`src/rtl/freq_meter_pkg.sv`:
```
// Shared constants and helpers for the gated frequency meter.
package freq_meter_pkg;

    localparam int SYS_CLK_HZ       = 100_000_000;
    localparam int DEF_GATE_CYCLES  = 100_000_000;
    localparam int DEF_CNT_W        = 27;
    localparam int DEF_SYNC_STAGES  = 2;

    localparam logic [1:0] ST_IDLE    = 2'd0;
    localparam logic [1:0] ST_DISCARD = 2'd1;
    localparam logic [1:0] ST_MEASURE = 2'd2;

    // Width of a counter that runs 0..cycles-1.
    function automatic int gate_w(input int cycles);
        return (cycles > 1) ? $clog2(cycles) : 1;
    endfunction

endpackage

```
`src/rtl/freq_meter_sync_edge_det.sv`:
```
// Multi-flop synchroniser for an asynchronous input plus a rising-edge pulse.
module sync_edge_det
    import freq_meter_pkg::*;
#(
    parameter int SYNC_STAGES = DEF_SYNC_STAGES
) (
    input  logic CLK,
    input  logic RST,
    input  logic D_ASYNC,
    output logic Q_SYNC,
    output logic RISE
);

    logic [SYNC_STAGES-1:0] sync_q;
    logic                   sync_prev;

    always_ff @(posedge CLK) begin
        if (RST) begin
            sync_q    <= '0;
            sync_prev <= 1'b0;
        end else begin
            sync_q    <= {sync_q[SYNC_STAGES-2:0], D_ASYNC};
            sync_prev <= sync_q[SYNC_STAGES-1];
        end
    end

    assign Q_SYNC = sync_q[SYNC_STAGES-1];
    assign RISE   = Q_SYNC & ~sync_prev;

endmodule

```
`src/rtl/freq_meter.sv`:
```
// Gated frequency counter: counts synchronised rising edges of SIG_IN over a fixed window.
//   state      | meaning
//   ST_IDLE    | disabled, counters cleared, GATE low
//   ST_DISCARD | warm-up window, count thrown away
//   ST_MEASURE | counting window, result published at terminal count
module freq_meter
    import freq_meter_pkg::*;
#(
    parameter int GATE_CYCLES = DEF_GATE_CYCLES,
    parameter int CNT_W       = DEF_CNT_W,
    parameter int SYNC_STAGES = DEF_SYNC_STAGES
) (
    input  logic             CLK,
    input  logic             RST,
    input  logic             EN,
    input  logic             SIG_IN,
    output logic [CNT_W-1:0] FREQ,
    output logic             VALID,
    output logic             OVF,
    output logic             GATE
);

    localparam int               GW        = gate_w(GATE_CYCLES);
    localparam logic [GW-1:0]    GATE_LAST = GW'(GATE_CYCLES - 1);
    localparam logic [CNT_W-1:0] CNT_MAX   = '1;

    logic [1:0]       state;
    logic [GW-1:0]    gate_cnt;
    logic [CNT_W-1:0] edge_cnt;
    logic             sat;
    logic             sig_sync;
    logic             sig_rise;
    logic             terminal;
    logic [CNT_W-1:0] cnt_next;
    logic             sat_next;

    sync_edge_det #(
        .SYNC_STAGES (SYNC_STAGES)
    ) u_sync (
        .CLK     (CLK),
        .RST     (RST),
        .D_ASYNC (SIG_IN),
        .Q_SYNC  (sig_sync),
        .RISE    (sig_rise)
    );

    assign terminal = (gate_cnt == GATE_LAST);

    // Count including this cycle's edge, so a terminal-cycle edge lands in the closing window.
    always_comb begin
        cnt_next = edge_cnt;
        sat_next = sat;
        if (sig_rise) begin
            if (edge_cnt == CNT_MAX) begin
                sat_next = 1'b1;
            end else begin
                cnt_next = edge_cnt + 1'b1;
            end
        end
    end

    always_ff @(posedge CLK) begin
        if (RST) begin
            state    <= ST_IDLE;
            gate_cnt <= '0;
            edge_cnt <= '0;
            sat      <= 1'b0;
            FREQ     <= '0;
            VALID    <= 1'b0;
            OVF      <= 1'b0;
            GATE     <= 1'b0;
        end else begin
            VALID <= 1'b0;
            if (!EN) begin
                state    <= ST_IDLE;
                gate_cnt <= '0;
                edge_cnt <= '0;
                sat      <= 1'b0;
                GATE     <= 1'b0;
            end else begin
                case (state)
                    ST_DISCARD, ST_MEASURE: begin
                        GATE <= 1'b1;
                        if (terminal) begin
                            state    <= ST_MEASURE;
                            gate_cnt <= '0;
                            edge_cnt <= '0;
                            sat      <= 1'b0;
                            if (state == ST_MEASURE) begin
                                FREQ  <= cnt_next;
                                OVF   <= sat_next;
                                VALID <= 1'b1;
                            end
                        end else begin
                            gate_cnt <= gate_cnt + 1'b1;
                            edge_cnt <= cnt_next;
                            sat      <= sat_next;
                        end
                    end
                    default: begin
                        state    <= ST_DISCARD;
                        gate_cnt <= '0;
                        edge_cnt <= '0;
                        sat      <= 1'b0;
                        GATE     <= 1'b1;
                    end
                endcase
            end
        end
    end

    logic unused_sync;
    assign unused_sync = sig_sync;

endmodule

```
`config.mk`:
```
export PLATFORM = sky130hd
export DESIGN_NAME = freq_meter
export DESIGN_NICKNAME = d
export VERILOG_FILES = /design/src/rtl/freq_meter_pkg.sv /design/src/rtl/freq_meter_sync_edge_det.sv /design/src/rtl/freq_meter.sv
export SDC_FILE = /design/constraint.sdc
export NUM_CORES = 1
export LEC_CHECK = 0
export ABC_AREA = 1
export BUFFER_PORTS_ARGS = -buffer_cell sky130_fd_sc_hd__buf_2
export CORE_MARGIN = 5
export CORE_UTILIZATION = 37
export CTS_CLUSTER_SIZE = 10
export DETAILED_ROUTE_END_ITERATION = 10
export GPL_TIMING_DRIVEN = 0
export SYNTH_ARGS = -nofsm -noshare
export SYNTH_HDL_FRONTEND = slang
export SYNTH_SLANG_ARGS = --single-unit
```
`constraint.sdc`:
```
create_clock -name CLK -period 2.6 [get_ports CLK]
set_clock_uncertainty 0.15 [all_clocks]
set_input_delay 0.52 -clock CLK [delete_from_list [all_inputs] [get_ports CLK]]
set_output_delay 0.52 -clock CLK [all_outputs]
set_load 0.05 [all_outputs]
```
==> results of run 1 <==
[per-layer routing]
| metal | GRT usage | vias up | share of wire |
|---|---|---|---|
| li1 | - | 2222 | - |
| met1 | 0.1966 | 1930 | 0.44 |
| met2 | 0.2835 | 57 | 0.50 |
| met3 | 0.03621 | 17 | 0.037 |
| met4 | 0.06162 | 0 | 0.022 |
| met5 | 0 | - | 0 |
[worst paths after layout]
kind                                                   from                     endpoint  slack (ns)  cells after the start
worst max-delay path                 gate_cnt[0]$_SDFF_PP0_         FREQ[9]$_SDFFE_PP0P_        0.48                     11
worst min-delay path                                 SIG_IN  u_sync.sync_q[0]$_SDFF_PP0_        0.23                      3
worst max register to register       gate_cnt[0]$_SDFF_PP0_         FREQ[9]$_SDFFE_PP0P_        0.48                     11
worst min register to register  u_sync.sync_q[0]$_SDFF_PP0_  u_sync.sync_q[1]$_SDFF_PP0_        0.27                      2
[cells in the final DEF (no fill, tap or decap), drive strengths merged]
master and count:
buf 45, nand2 190, nand3b 8, nor3b 9, a21oi 52, a31oi 2
nand3 53, dfxtp 90, a21boi 1, a211oi 1, clkbuf 18, nor3 9
nand4 11, or2 10, nor4 3, xor2 5, xnor2 7, o21ai 15
inv 82, and2 2, nor2 103, ha 4
[logic make-up after synthesis]
family | count (synthesis) | share of synthesized area
AND/OR/NAND/NOR | 398 | 0.4043
flip-flops | 90 | 0.3897
buffers and inverters | 99 | 0.09391
XOR/XNOR | 12 | 0.02273
adder cells (fa/ha/maj) | 4 | 0.01083
AO/OA/AOI/OAI | 71 | 0.07848
[critical path, delay by kind of cell (launching register included)]
| family | cells | cell delay [ns] |
|---|---|---|
| adder cells (fa/ha/maj) | 1 | 0.22 |
| buffers and inverters | 3 | 0.35 |
| flip-flops | 1 | 0.36 |
| AND/OR/NAND/NOR | 7 | 0.94 |
[layout make-up]
class,count,area (um2),share of cell area
multi-input cells,485,2387,0.4540
flip-flops and latches,90,1802,0.3426
inverters,82,307.8,0.05853
clock buffers,13,260.3,0.04949
well taps,168,210.2,0.03997
repair buffers,33,165.2,0.03141
plain buffers,17,126.4,0.02403
[power groups by stage]
stage / registers (mW) / clock network (mW) / logic (mW)
floorplan: 1.42 / 0 / 0.0278
CTS: 1.38 / 1.22 / 0.0482
finish: 1.39 / 1.19 / 0.0475
global route: 1.38 / 1.28 / 0.0529
detailed placement: 1.42 / 0 / 0.0481
global placement: 1.42 / 0 / 0.0471
[registers in the layout, summed over array words and instances, names as in the netlist]
signal            count
VALID                 1
sat                   1
state                 2
u_sync.sync_q         2
FREQ                 27
OVF                   1
gate_cnt             27
edge_cnt             27
u_sync.sync_prev      1
GATE                  1
[per-stage QoR]
| step | hold slack (ns) | power, mW |
|---|---|---|
| after floorplan | 0.2383 | 1.446 |
| after global placement | 0.2459 | 1.462 |
| after detailed placement | 0.2631 | 1.464 |
| after CTS | 0.2173 | 2.655 |
| after global routing | 0.2274 | 2.720 |
| final | 0.2268 | 2.621 |
==> parameters.txt, run 1 <==
Parameter                              Value

Logic synthesis
  Cell type with the highest aggregate area in the netlist ... dfxtp_1
  Number of library cell types mapped by synthesis ... 36
  Post-synth EDFFs ... 0
  Synth Instances ... 674
  Post-synth top area share ... 0.3897
  Number of synthesized register bits ... 90
  Dominant cells by area after synthesis ... dfxtp_1 39%, nand2_1 15%, nor2_1 7.6%, inv_1 6.4%, a21oi_1 5.6%
  Register area share after synthesis ... 0.3897
  Leading cell types by count after synthesis ... 183 x nand2_1, 93 x nor2_1, 90 x dfxtp_1, 79 x inv_1, 52 x a21oi_1
  Syn nets ... 682
  Post-Synthesis Mean Instance Area ... 6.859 um2
  Synthesized area ... 4623 um2
  Top-count cell post-synth ... nand2_1
  Async set or reset register ratio after synthesis ... 0
  Yosys warning total ... 0
  Most used flip-flop cell after synthesis ... dfxtp_1

Routing
  Number of nets with antenna violations after detailed routing ... 0
  Number of DRC violations after detailed-routing iteration 0 ... 227
  Wirelength per Cell ... 12.63 um
  Total number of vias ... 4226
  Mean number of vias per cell ... 4.759
  Remaining routing DRC violations ... 0
  Detailed-routing iteration count for the pre-antenna-repair pass ... 4
  Routed wire length ... 11.21 mm

Worst setup path
  Critical path required time ... 2.70 ns
  Worst EP arrival ... 2.21 ns
  Top fanout value on the critical path ... 10
  Slowest cell delay on critical path ... 0.36 ns
  Master of the slowest instance on the critical path ... dfxtp_1
  Critical path cell sequence ... ha_1, nand3_2, nor2_2, nand2_2, inv_2, nand3_4, nor2_8, buf_6, nand3_1, nand2_1, inv_1
  Class of the most critical setup path ... register to register
  Startpoint kind of the worst setup timing path ... register
  Element type at the critical path end ... register

Placed design
  Placed cell count ... 875
  RePlAce Congestion ... 0.8715
  Placement-stage worst setup slack ... 0.4633 ns
  Total cell area at the placement stage ... 4999 um2
  Detailed placement HPWL ... 8.481 mm
  I/O Buffers ... 33

Outcome
  Outcome ... finished clean

GRT
  Wire length of the first global-routing pass ... 19.29 mm
  Vias in the first global route ... 4150
  Largest net degree at the start of global routing ... 13
  Global router's overall resource usage ... 0.1632
  Total global routing overflow ... 0
  Number of antenna violations at the first check in global routing ... 0

CTS
  Num Clock Sinks ... 90
  TritonCTS clock tree ... yes
  Root buffer cell ... clkbuf_16
  Inserted Clock Buffers ... 9
  Number of H-tree branching levels ... 3
  Number of post-CTS setup repair buffers ... 0
  Clock Latency Late Sink ... 0.35 ns
  Clk buf depth ... 2
  Quantity of hold-fixing buffers added after cts ... 0
  Clock transition at the registers of the reported paths ... 0.06 ns
  Post-cts gate resize count ... 0

Power
  Share of power burned in registers ... 0.528
  Power spent charging and discharging nets ... 0.5426 mW
  Relative contribution of combinational cells to total power ... 0.018
  Switching portion of total power ... 0.2070
  Leakage power ... 2.117 nW
  Maximum resistive drop on vdd ... 0.0002521 V
  Cell internal pwr ... 2.079 mW
  Power density normalized to cell area ... 498.4 nW/um2
  Power share of the clock group ... 0.453

STA
  Remaining max-slew budget at the tightest pin ... 0.6040
  Crit share post-route ... 0.8149
  Max Transition Viols Final ... 0
  Setup TNS ... 0 ns
  Crit path setup slack, layout ... 0.4812 ns
  Transition time at the pin with the least slew margin ... 0.5939 ns
  Final setup violation count ... 0
  Unrepaired setup endpoints after global routing ... no
  Final Hold Viols ... 0
  Tmin final ... 2.119 ns
  Maximum clock frequency ... 472.0 MHz

Floorplanning
  Number of placement rows ... 40
  Core Footprint ... 12110 um2
  X dimension of the die ... 121.8 um
  Die Span Y ... 121.8 um
  Total die area ... 14830 um2
  Top-level I/O count ... 34
  Starting density of the core ... 0.3817

Cells and area
  Post-layout instance area ... 5259 um2
  Proportion of layout cells with a drive suffix above 1 ... 0.1333
  Filler cell count in the final layout ... 1314
  Post-route insts no fill ... 888
  Final net count ... 726
  Final core occ ... 0.4342
  Count of inserted antenna diode cells ... 0
  Area growth syn-to-layout ... 13.75%

Flow run
  Max_cap viols ... 0

Hold path
  Tightest Hold Check Type ... primary input to register
Note: power is estimated with default switching activity, not from simulation.
==> run 2: changes to the inputs <==
==> constraint.sdc (replaced) <==
create_clock -name CLK -period 2.1 [get_ports CLK]
set_clock_uncertainty 0.15 [all_clocks]
set_input_delay 0.42 -clock CLK [delete_from_list [all_inputs] [get_ports CLK]]
set_output_delay 0.42 -clock CLK [all_outputs]
set_load 0.05 [all_outputs]
==> run 2 against run 1 <==
  * Largest cell class unchanged
  * Critical endpoint unchanged
  * Die area unchanged
  * Design area is 1.5% higher
  * Cell count is 0.34% higher
  * Fmax up 7.8%
  * Sequential power grew 23%
  * Sequential share of layout area decreased by 0.47 points
  * Register-to-register slack got worse by 0.35 ns
  * Worst setup slack lost 0.35 ns
  * Non-clock buffer count up 3
==> parameters.txt, run 2 (same netlist as run 1, synthesis figures left out) <==
Parameter                              Value

Cells and area
  Most common cell after layout, fill and taps aside ... nand2_1
  Top library cells by usage in the layout, fill and taps aside ... 183 x nand2_1, 91 x nor2_1, 89 x dfxtp_1
  Area growth syn-to-layout ... 15.43%
  Post-layout instance area ... 5336 um2 (+1.5%)
  Count of inserted antenna diode cells ... 0 (unchanged)
  Proportion of layout cells with a drive suffix above 1 ... 0.1438 (+0.01051)
  Final core occ ... 0.4406 (+0.006405)
  Final net count ... 729 (+0.41%)
  Registers with the most flip-flops ... FREQ: 27 flops, edge_cnt: 27 flops, gate_cnt: 27 flops

Flow run
  Max_cap viols ... 0 (unchanged)

Worst setup path
  Worst Reg-to-Reg Cells ... 11 (unchanged)
  Element type at the critical path end ... register
  Startpoint of the worst register-to-register path ... gate_cnt[0]$_SDFF_PP0_
  Critical path required time ... 2.19 ns (-0.51 ns)
  Worst EP arrival ... 2.06 ns (-0.15 ns)
  Top fanout value on the critical path ... 10 (unchanged)
  Startpoint kind of the worst setup timing path ... register
  Class of the most critical setup path ... register to register
  Reg2reg setup slack ... 0.13 ns (-0.35 ns)
  RR Endpoint ... FREQ[9]$_SDFFE_PP0P_

Floorplanning
  Die Span Y ... 121.8 um (unchanged)
  Starting density of the core ... 0.3817 (unchanged)
  X dimension of the die ... 121.8 um (unchanged)
  Number of placement rows ... 40 (unchanged)
  Top-level I/O count ... 34 (unchanged)
  Total die area ... 14830 um2 (unchanged)
  Core Footprint ... 12110 um2 (unchanged)

Routing
  Remaining routing DRC violations ... 0 (unchanged)
  Mean number of vias per cell ... 4.796 (+0.77%)
  Wirelength per Cell ... 12.70 um (+0.61%)
  Number of nets with antenna violations after detailed routing ... 0 (unchanged)
  Number of DRC violations after detailed-routing iteration 0 ... 207 (-8.8%)
  Detailed-routing iteration count for the pre-antenna-repair pass ... 5 (+1)
  Total number of vias ... 4273 (+1.1%)
  Routed wire length ... 11.32 mm (+0.95%)

CTS
  Num Clock Sinks ... 90 (unchanged)
  TritonCTS clock tree ... yes
  Inserted Clock Buffers ... 9 (unchanged)
  Clock transition at the registers of the reported paths ... 0.06 ns (about the same)
  Root buffer cell ... clkbuf_16
  Clock Latency Late Sink ... 0.35 ns (about the same)
  Clk buf depth ... 2 (unchanged)
  Number of H-tree branching levels ... 3 (unchanged)

STA
  Final worst hold slack ... 0.1291 ns (-0.09775 ns)
  Crit share post-route ... 0.9358 (+0.1208)
  Transition time at the pin with the least slew margin ... 0.6221 ns (+0.02819 ns)
  Final setup violation count ... 0 (unchanged)
  Max Transition Viols Final ... 0 (unchanged)
  Final Hold Viols ... 0 (unchanged)
  Crit path setup slack, layout ... 0.1349 ns (-0.3463 ns)
  Tmin final ... 1.965 ns (-0.1537 ns)
  Maximum clock frequency ... 508.9 MHz (+7.8%)
  Remaining max-slew budget at the tightest pin ... 0.5852 (-0.01880)

GRT
  Global router's overall resource usage ... 0.1632 (unchanged)
  Vias in the first global route ... 4163 (+0.31%)
  Largest net degree at the start of global routing ... 13 (unchanged)
  Total global routing overflow ... 0 (unchanged)
  Number of antenna violations at the first check in global routing ... 0 (unchanged)
  Wire length of the first global-routing pass ... 19.29 mm (unchanged)

Outcome
  Outcome ... finished clean

Hold path
  Hold path startpoint ... SIG_IN
  End of the worst hold path ... u_sync.sync_q[0]$_SDFF_PP0_
  Tightest Hold Check Type ... primary input to register
  Hold path depth ... 3 (unchanged)

Power
  Cell internal pwr ... 2.575 mW (+24%)
  Relative contribution of combinational cells to total power ... 0.019 (about the same)
  Power density normalized to cell area ... 608.9 nW/um2 (+22%)
  Leakage power ... 2.154 nW (+1.7%)
  Maximum resistive drop on vdd ... 0.0003109 V (+23%)
  Power spent charging and discharging nets ... 0.6742 mW (+24%)
  Switching portion of total power ... 0.2075 (+0.0005004)
  Power share of the clock group ... 0.454 (about the same)
  Share of power burned in registers ... 0.528 (about the same)

Placed design
  Detailed placement HPWL ... 8.481 mm (unchanged)
  RePlAce Congestion ... 0.8715 (unchanged)
  Placement-stage worst setup slack ... -0.03669 ns (-0.5000 ns)
  Total cell area at the placement stage ... 4999 um2 (unchanged)
  I/O Buffers ... 33 (unchanged)
-- run 2: cell types whose count changed in the layout (fill, tap and decap cells not counted), sizes merged --
cell	before	now
clkbuf	18	23
buf	45	43
-- run 2: how the worst max path moves through the flow --
stage | startpoint | depth (start not counted) | end
floorplan | edge_cnt[0]$_SDFF_PP0_ | 11 | FREQ[4]$_SDFFE_PP0P_
global placement | gate_cnt[0]$_SDFF_PP0_ | 11 | FREQ[9]$_SDFFE_PP0P_
detailed placement | gate_cnt[0]$_SDFF_PP0_ | 11 | FREQ[9]$_SDFFE_PP0P_
CTS | gate_cnt[0]$_SDFF_PP0_ | 11 | FREQ[9]$_SDFFE_PP0P_
global route | edge_cnt[1]$_SDFF_PP0_ | 11 | OVF$_SDFFE_PP0P_
finish | gate_cnt[0]$_SDFF_PP0_ | 11 | FREQ[9]$_SDFFE_PP0P_
-- run 2: timing repair --
item / 4_1_cts / 5_1_grt
setup buffers: 2 / 1
hold buffers: 0 / 0
cloned: 0 / 0
setup endpoints to repair: 6 / 79
pin swaps: 1 / 3
resized for setup: 0 / 16
-- run 2: cell type report --
class                      instances  area [um2]
tap                              168       210.2
clock buffer                      13       260.3
buffer                            17       142.6
multi-input combinational        485        2422
inverter                          82       310.3
sequential                        90        1803
fill                            1311        6775
timing repair buffer              36       187.7
-- run 2: layer usage --
metal | vias to the layer above | part of all wire | global-route usage
met5 | - | 0 | 0
met4 | 0 | 0.024 | 0.06162
met3 | 17 | 0.041 | 0.03621
met2 | 79 | 0.49 | 0.2842
met1 | 1948 | 0.44 | 0.1960
li1 | 2229 | - | -
-- run 2: metrics by stage --
stage / total power, mW / std cells / setup TNS [ns]
finish: 3.249 / 891 / 0
global route: 3.380 / 891 / -0.01616
CTS: 3.287 / 890 / 0
detailed placement: 1.812 / 875 / -0.03669
global placement: 1.811 / 875 / -0.04020
floorplan: 1.790 / 674 / 0
-- run 2: power groups by stage --
stage	registers (mW)	logic, mW	clock network, mW
floorplan	1.76	0.0344	0
global placement	1.75	0.0584	0
detailed placement	1.75	0.0595	0
CTS	1.71	0.0597	1.51
global route	1.71	0.0673	1.60
finish	1.71	0.0603	1.47
-- run 2: critical path: stages (launching register included) --
cell and delay (ns):
dfxtp_1 0.36, ha_2 0.21, nand3_2 0.12, nor2_4 0.14, nand2_4 0.10, inv_4 0.09, nand3_4 0.13, nor2_8 0.17
buf_8 0.17, nand3_1 0.11, nand2_1 0.08, inv_1 0.03
